==> config.mk <==
export PLATFORM = sky130hd
export DESIGN_NAME = rf_wb_queue
export DESIGN_NICKNAME = d
export VERILOG_FILES = /design/src/rtl/rf_wb_queue.sv
export SDC_FILE = /design/constraint.sdc
export NUM_CORES = 1
export LEC_CHECK = 0
export ABC_AREA = 1
export CAP_MARGIN = 15
export CELL_PAD_IN_SITES_DETAIL_PLACEMENT = 2
export CELL_PAD_IN_SITES_GLOBAL_PLACEMENT = 2
export CORE_MARGIN = 1.5
export CORE_UTILIZATION = 25
export DETAILED_ROUTE_END_ITERATION = 8
export PLACE_DENSITY = 0.64
export SLEW_MARGIN = 20
export SYNTH_ARGS = -nofsm -noshare
export SYNTH_HDL_FRONTEND = slang
export SYNTH_SLANG_ARGS = --single-unit
==> constraint.sdc <==
create_clock -name i_clk -period 3.96 [get_ports i_clk]
set_clock_uncertainty 0.2 [all_clocks]
set_input_delay 0.396 -clock i_clk [delete_from_list [all_inputs] [get_ports i_clk]]
set_output_delay 0.396 -clock i_clk [all_outputs]
set_load 0.02 [all_outputs]
==> src/rtl/rf_wb_queue.sv <==
// Register-file writeback queue: buffers writes from the execution units and drains
// them in order onto the single RF write port, with two youngest-value lookup ports.
`timescale 1ns/1ps
module rf_wb_queue #(
  parameter int DEPTH = 4
) (
  input  logic                       i_clk,
  input  logic                       i_rst_n,
  input  logic                       i_wb_valid,
  output logic                       o_wb_ready,
  input  logic [4:0]                 i_wb_addr,
  input  logic [31:0]                i_wb_data,
  input  logic                       i_drain_en,
  output logic                       o_rd_wen,
  output logic [4:0]                 o_rd_waddr,
  output logic [31:0]                o_rd_wdata,
  input  logic [4:0]                 i_rs1_raddr,
  output logic                       o_rs1_hit,
  output logic [31:0]                o_rs1_data,
  input  logic [4:0]                 i_rs2_raddr,
  output logic                       o_rs2_hit,
  output logic [31:0]                o_rs2_data,
  output logic [$clog2(DEPTH):0]     o_count,
  output logic                       o_empty
);

  localparam int PTR_W = $clog2(DEPTH);
  localparam int CNT_W = PTR_W + 1;

  logic [PTR_W-1:0] head_ptr;
  logic [PTR_W-1:0] tail_ptr;
  logic [CNT_W-1:0] ent_cnt;
  logic [CNT_W-1:0] ent_cnt_nxt;
  logic [DEPTH-1:0] ent_vld;
  logic [4:0]       ent_addr [DEPTH];
  logic [31:0]      ent_data [DEPTH];

  logic             full;
  logic             ready;
  logic             accept;
  logic             store;
  logic             deq;
  logic [PTR_W-1:0] age_idx [DEPTH];

  assign full    = (ent_cnt == CNT_W'(DEPTH));
  // Gated by reset so the producer sees "not ready" for the whole reset window.
  assign ready   = i_rst_n && !full;
  assign accept  = i_wb_valid && ready;
  assign store   = accept && (i_wb_addr != 5'd0);
  assign deq     = i_drain_en && (ent_cnt != '0);

  assign o_wb_ready = ready;
  assign o_rd_wen   = deq;
  assign o_rd_waddr = ent_addr[head_ptr];
  assign o_rd_wdata = ent_data[head_ptr];
  assign o_count    = ent_cnt;
  assign o_empty    = (ent_cnt == '0);

  always_comb begin
    ent_cnt_nxt = ent_cnt;
    case ({store, deq})
      2'b10:   ent_cnt_nxt = ent_cnt + CNT_W'(1);
      2'b01:   ent_cnt_nxt = ent_cnt - CNT_W'(1);
      default: ent_cnt_nxt = ent_cnt;
    endcase
  end

  // Control state: pointers, occupancy and per-entry valid bits
  always_ff @(posedge i_clk or negedge i_rst_n) begin
    if (!i_rst_n) begin
      head_ptr <= '0;
      tail_ptr <= '0;
      ent_cnt  <= '0;
      ent_vld  <= '0;
    end else begin
      if (store) begin
        ent_vld[tail_ptr] <= 1'b1;
        tail_ptr          <= tail_ptr + PTR_W'(1);
      end
      if (deq) begin
        ent_vld[head_ptr] <= 1'b0;
        head_ptr          <= head_ptr + PTR_W'(1);
      end
      ent_cnt <= ent_cnt_nxt;
    end
  end

  // Entry payload storage
  always_ff @(posedge i_clk) begin
    if (store) begin
      ent_addr[tail_ptr] <= i_wb_addr;
      ent_data[tail_ptr] <= i_wb_data;
    end
  end

  // Slots listed oldest-first starting at the head, so the last match is the youngest.
  for (genvar g = 0; g < DEPTH; g++) begin : g_age
    assign age_idx[g] = head_ptr + PTR_W'(g);
  end

  always_comb begin
    o_rs1_hit  = 1'b0;
    o_rs1_data = '0;
    o_rs2_hit  = 1'b0;
    o_rs2_data = '0;
    for (int i = 0; i < DEPTH; i++) begin
      if (ent_vld[age_idx[i]] && (ent_addr[age_idx[i]] == i_rs1_raddr) && (i_rs1_raddr != 5'd0)) begin
        o_rs1_hit  = 1'b1;
        o_rs1_data = ent_data[age_idx[i]];
      end
      if (ent_vld[age_idx[i]] && (ent_addr[age_idx[i]] == i_rs2_raddr) && (i_rs2_raddr != 5'd0)) begin
        o_rs2_hit  = 1'b1;
        o_rs2_data = ent_data[age_idx[i]];
      end
    end
  end

endmodule
==> reports/qor.yml, run 1 <==
drt_iter0_drc: 591
drive_above_1_share_pct: 11.3
cts_root_buf: "clkbuf_16"
synth_fp_nets: 1658
dieHeight_um: 220
fin_cells: 2387
min_period_ns: 3.80
fin_crit_sh_pct: 95.9
crit_path_start_kind: "flop"
cts_buffers: 17
syn_avg_cell_area_um2: 7.39
cp-end-kind: "output port"
fin_nets: 1828
wl_met3_um: 2080
dr_total_vias: 12400
dp.cells: 2345
dpl_cell_area_mm2: 0.0145
ys_seq_area_share_pct: 40.0
fin_hold_ws_ns: 0.334
path_max_fanout: 22
n_fill_cell: 5415
synth.cell_area_mm2: 0.0118
row_count: 79
routedWlPerCell_um: 22.7
cts_tree: "done"
cts.reportedPaths.clkPinSlew_ns: 0.07
detail_route.wirelength_um: 54200
setup-violations-final: 0
cts_sinks: 159
initial_core_util_pct: 25.3
synth_seq_cells: 159
io_pins: 160
tns_ns: 0
hold_path.class: "in2reg"
ys_warn_count: 0
ys.flop_type: "edfxtp_1"
overflow: 0
firstDrtPassIters: 5
drcViolationCount: 0
finalHoldViolations: 0
grt_pass1_wl_um: 80400
drt-met1-wl_um: 25100
routed_via_density: 5.18
routed-wl-met2_um: 26100
finalInstanceArea_mm2: 0.0153
arrival_ns: 3.20
htreeDepth: 4
worst_slew_pin_slew_ns: 0.819
leakagePower_nw: 7.01
drv_slew: 0
final_antenna_net_count: 0
top_layer: "met4"
clockBufferDepth: 2
synth-edff-count: 148
gp_congestion: 0.849
antenna_found_initial: 0
status: "complete, no violations"
dp_hpwl_um: 36800
area_growth_pct: 30.1
critical_path_class: "reg2out"
dieArea_mm2: 0.0485
core_area_mm2: 0.0466
maxCapViolCount: 0
grt_pass1_vias: 13100
relSlewSlack_pct: 45.4
grt_util_all_layers_pct: 22.7
grt_max_degree: 57
crit_required_ns: 3.36
max_clock_freq_ghz: 0.263
ir_worst_vdd_uv: 424
synthArstFlopShare_pct: 6.92
powerDensity_mw_per_mm2: 926
clk_latency_ns: 0.49
dieWidth_um: 220
final_core_util_pct: 33.0
diodes: 0
synth_cell_type_count: 36
synth_cells: 1597
port_buffers: 159
-- placed cells by master (no fill, tap or decap), types with 45 or more instances in the layout --
cell and instances:
nand2_1 562, nand3_1 175, edfxtp_1 148, o21ai_0 137
nor2_1 107, clkdlybuf4s50_1 93, mux2i_1 83, buf_4 71
nand4_1 67, inv_1 57, a21oi_1 45
-- cell families after synthesis --
| group | synth area share, % |
|---|---|
| compound gates | 8.65 |
| flops | 40.0 |
| fa+ha+maj | 1.12 |
| xor+xnor | 0.520 |
| mux | 7.04 |
| simple gates | 35.9 |
| buf+inv | 6.73 |
-- routing by layer --
layer | global-route usage [%] | vias up
li1 | - | 5767
met1 | 29.4 | 6312
met2 | 38.4 | 248
met3 | 4.12 | 47
met4 | 6.49 | 0
met5 | 0 | -
-- where the power goes --
group / internal, mW / leakage, nW / switching (mW)
logic: 3.31 / 5.26 / 6.94
clock network: 1.04 / 0.281 / 0.728
registers: 2.07 / 1.47 / 0.126
total: 6.42 / 7.01 / 7.79
-- state kept, by name, indices dropped and copies added (netlist names) --
register / count
ent_vld: 4
o_count: 3
ent_data: 128
head_ptr: 2
ent_addr: 20
tail_ptr: 2
-- through the flow --
stage,power [mW],setup slack (ns)
detailed placement,12.3,0.0606
global route,15.2,-0.00831
global placement,12.0,0.160
finish,14.2,0.161
CTS,14.2,-0.193
floorplan,7.98,0.237
-- area by class of cell --
class / instances / area, um^2 / share of cell area [%]
Multi-Input combinational cell: 1266 / 6390 / 41.7
Sequential cell: 159 / 4720 / 30.8
Timing Repair Buffer: 260 / 2620 / 17.0
Tap cell: 607 / 759 / 4.95
Clock buffer: 20 / 437 / 2.84
Inverter: 63 / 250 / 1.63
Clock inverter: 12 / 168 / 1.09
-- worst max-delay path: stages, from the launching register on --
cell and delay [ns]:
dfrtp_4 0.45, inv_6 0.06, ha_4 0.38, buf_12 0.19, nand3_1 0.16, nand3_1 0.12, nand2_1 0.09, nor2_4 0.16
nand3_4 0.20, buf_12 0.22, nand3_1 0.10, nand3_1 0.09, nand2_1 0.08, nand2_1 0.07, dlygate4sd2_1 0.32
-- Yosys cell counts (5+ instances only) --
library cell / instances / share of area, %
buf_1: 9 / 0.29
nand4_1: 67 / 3.6
a21oi_1: 47 / 2.0
nand3_2: 17 / 1.4
o21ai_1: 8 / 0.34
ha_1: 9 / 0.95
inv_1: 58 / 1.8
nand3_1: 175 / 7.4
o21a_1: 6 / 0.38
o21ai_0: 137 / 5.8
dfrtp_1: 11 / 2.3
clkbuf_1: 44 / 1.4
or2_2: 9 / 0.48
buf_6: 7 / 0.67
nand2_1: 563 / 18
nor2_4: 6 / 0.57
mux2i_1: 83 / 7.0
nor2_1: 115 / 3.7
buf_2: 37 / 1.6
buf_4: 12 / 0.76
edfxtp_1: 148 / 38
xor2_1: 5 / 0.37
-- timing repair --
item | 4_1_cts | 5_1_grt
setup endpoints to repair | 67 | 65
gates resized for setup | 72 | 74
hold buffers | 1 | 0
cloned | 2 | 3
endpoints found under the hold margin | 1 | 0
pin swaps | 1 | 3
buffers inserted | 2 | 2
-- worst paths after layout --
kind	start	end	slack, ns	cells past startpoint
max in group asynchronous	i_rst_n	head_ptr[0]$_DFFE_PN0N_	2.81	3
max	head_ptr[0]$_DFFE_PN0N_	o_rs2_data[4]	0.16	14
max reg2reg	o_count[1]$_DFFE_PN0P_	ent_data[0][6]$_DFFE_PP_	1.11	7
min reg2reg	o_count[0]$_DFFE_PN0P_	o_count[0]$_DFFE_PN0P_	0.34	1
min in group asynchronous	i_rst_n	tail_ptr[1]$_DFFE_PN0P_	0.56	3
min	i_wb_data[12]	ent_data[3][12]$_DFFE_PP_	0.33	1
No activity file was read; power rests on OpenSTA's default activity.
==> inputs of run 2 (changes only) <==
--- a/config.mk
+++ b/config.mk
@@ -12,7 +12,7 @@
 export CORE_MARGIN = 1.5
 export CORE_UTILIZATION = 25
 export DETAILED_ROUTE_END_ITERATION = 8
-export PLACE_DENSITY = 0.64
+export PLACE_DENSITY = 0.66
 export SLEW_MARGIN = 20
 export SYNTH_ARGS = -nofsm -noshare
 export SYNTH_HDL_FRONTEND = slang
==> constraint.sdc (replaced) <==
create_clock -name i_clk -period 3.1 [get_ports i_clk]
set_clock_uncertainty 0.2 [all_clocks]
set_input_delay 0.31 -clock i_clk [delete_from_list [all_inputs] [get_ports i_clk]]
set_output_delay 0.31 -clock i_clk [all_outputs]
set_load 0.02 [all_outputs]
==> run 2 against run 1 <==
- the run now ends with setup timing left
- via count up 4.3%
- sequential cell count unchanged
- global-route usage up 0.35 points
- total power up 44%
- utilization up 3.7 points
- cell area up 11%
- critical path type unchanged
==> reports/qor.yml, run 2 (synthesized netlist as in run 1, its figures left out) <==
status: "finished, violations left"
violations: "setup timing"
port_buffers: 159  # unchanged
cts_tree: "done"
largest_reg_flops: 128  # unchanged
grt_max_degree: 84  # +47%
wl_met3_um: 2000  # -4.1%
fin_nets: 1969  # +7.7%
maxCapViolCount: 0  # unchanged
gp_congestion: 0.790  # -6.8%
core_area_mm2: 0.0466  # unchanged
largestRegisters: "ent_data: 128 flops, ent_addr: 20 flops, ent_vld: 4 flops"
top_layer: "met4"
worst_slew_pin_slew_ns: 0.783  # -0.0363 ns
firstDrtPassIters: 5  # unchanged
n_fill_cell: 5341  # -1.4%
final_cell_mix: "nand2_1 (481), buf_4 (215), nand3_1 (163)"
rrSetupSlack_ns: 0.40  # -0.71 ns
setup_ws_ns: -0.438  # -0.599 ns
leakagePower_nw: 7.47  # +6.6%
dp_hpwl_um: 38900  # +5.7%
fin_crit_sh_pct: 114
max_clock_freq_ghz: 0.283
dieWidth_um: 220  # unchanged
min_to: "ent_data[2][24]$_DFFE_PP_"
area_growth_pct: 44.8
timing.rr.start: "o_count[1]$_DFFE_PN0P_"
path_max_fanout: 11  # -50%
io_pins: 160  # unchanged
r2r_cells: 8  # +1
detail_route.wirelength_um: 56000  # +3.4%
drcViolationCount: 0  # unchanged
hp-start: "i_wb_data[24]"
cts_buffers: 17  # unchanged
largest_register: "ent_data"
final_common_cell: "nand2_1"
arrival_ns: 3.03  # -0.17 ns
clk_latency_ns: 0.46  # -0.03 ns
grt_setup_unrepaired: "true"
critical_path_class: "reg2out"
htreeDepth: 4  # unchanged
crit_path_start_kind: "flop"
cts.reportedPaths.clkPinSlew_ns: 0.07  # about the same
grt_util_all_layers_pct: 23.0  # +0.35 points
dr_total_vias: 12900  # +4.3%
tns_ns: -27.79  # -27.79 ns
min_period_ns: 3.54
overflow: 0  # unchanged
relSlewSlack_pct: 47.7  # +2.3 points
crit_required_ns: 2.59  # -0.77 ns
fin_hold_ws_ns: 0.290  # -0.0445 ns
grt_pass1_wl_um: 83500  # +3.9%
cts_root_buf: "clkbuf_16"
drt-met1-wl_um: 25100  # about the same
drv_slew: 0  # unchanged
finalHoldViolations: 0  # unchanged
drive_above_1_share_pct: 26.8  # +15 points
cp-end-kind: "output port"
worst_r2r_endpoint: "ent_data[3][7]$_DFFE_PP_"
min_path_cells: 1  # unchanged
powerDensity_mw_per_mm2: 1200  # +29%
hold_path.class: "in2reg"
dieArea_mm2: 0.0485  # unchanged
row_count: 79  # unchanged
clockBufferDepth: 2  # unchanged
ir_worst_vdd_uv: 723  # +71%
routedWlPerCell_um: 22.1  # -2.4%
diodes: 0  # unchanged
grt_pass1_vias: 14100  # +7.9%
setup-violations-final: 95  # +95
routed_via_density: 5.11  # -1.5%
cts_sinks: 159  # unchanged
final_antenna_net_count: 0  # unchanged
initial_core_util_pct: 25.3  # unchanged
antenna_found_initial: 0  # unchanged
drt_iter0_drc: 777  # +31%
dieHeight_um: 220  # unchanged
routed-wl-met2_um: 27600  # +5.7%
-- run 2: worst max-delay path by stage --
| stage | from | endpoint | cells after the start |
|---|---|---|---|
| after floorplan | o_count[1]$_DFFE_PN0P_ | ent_addr[0][0]$_DFFE_PP_ | 6 |
| after global placement | head_ptr[0]$_DFFE_PN0N_ | o_rs2_hit | 13 |
| after detailed placement | head_ptr[0]$_DFFE_PN0N_ | o_rs2_hit | 13 |
| after CTS | head_ptr[0]$_DFFE_PN0N_ | o_rs1_data[13] | 17 |
| after global routing | head_ptr[0]$_DFFE_PN0N_ | o_rs1_data[9] | 17 |
| final | head_ptr[0]$_DFFE_PN0N_ | o_rs1_data[9] | 17 |
-- run 2: per-stage QoR --
stage | util [%] | setup WS (ns) | instances | cell area (um^2) | power [mW]
6_report | 36.7 | -0.438 | 2528 | 17100 | 20.4
5_1_grt | 36.7 | -0.553 | 2528 | 17100 | 21.7
4_1_cts | 35.6 | -0.490 | 2508 | 16600 | 19.7
3_5_place_dp | 33.8 | -0.410 | 2457 | 15800 | 17.3
3_3_place_gp | 33.8 | -0.344 | 2456 | 15700 | 16.9
2_1_floorplan | - | -0.623 | 1597 | 12100 | 10.6
-- run 2: layer usage --
layer,up-vias,track usage [%]
li1,6064,-
met2,252,40.1
met1,6528,29.5
met5,-,0
met4,0,6.96
met3,64,3.02
-- run 2: worst max-delay path, stage by stage, from the launching register on --
cell,delay (ns)
dfrtp_4,0.45
inv_6,0.05
ha_4,0.34
buf_12,0.14
nand3_2,0.08
nand2_2,0.11
inv_2,0.05
buf_6,0.11
nand2_2,0.04
nand4_1,0.13
nor2_4,0.18
buf_4,0.14
buf_12,0.11
buf_16,0.16
a21oi_1,0.06
nand2_1,0.09
nand2_2,0.11
buf_4,0.18
-- run 2: cell type report --
class	count	area, um^2	share of cell area [%]
timing repair buffer	401	3980	23.3
clock inverter	10	93.8	0.549
tap	607	759	4.45
clock buffer	22	444	2.60
sequential	159	4720	27.7
multi-input combinational	1266	6820	39.9
inverter	63	264	1.55
-- run 2: what timing repair did --
| item | CTS | global route |
|---|---|---|
| gates cloned | 4 | 5 |
| endpoints found under the setup margin | 98 | 98 |
| resized for setup | 337 | 108 |
| buffers inserted | 14 | 15 |
| pin swaps | 7 | 12 |
| hold buffers | 1 | 0 |
| endpoints found under the hold margin | 11 | 0 |
-- run 2: power breakdown --
part / switching, mW / internal (mW) / total (mW)
Clock: 0.937 / 1.10 / 2.04
Sequential: 0.158 / 2.64 / 2.80
Combinational: 9.61 / 5.97 / 15.6
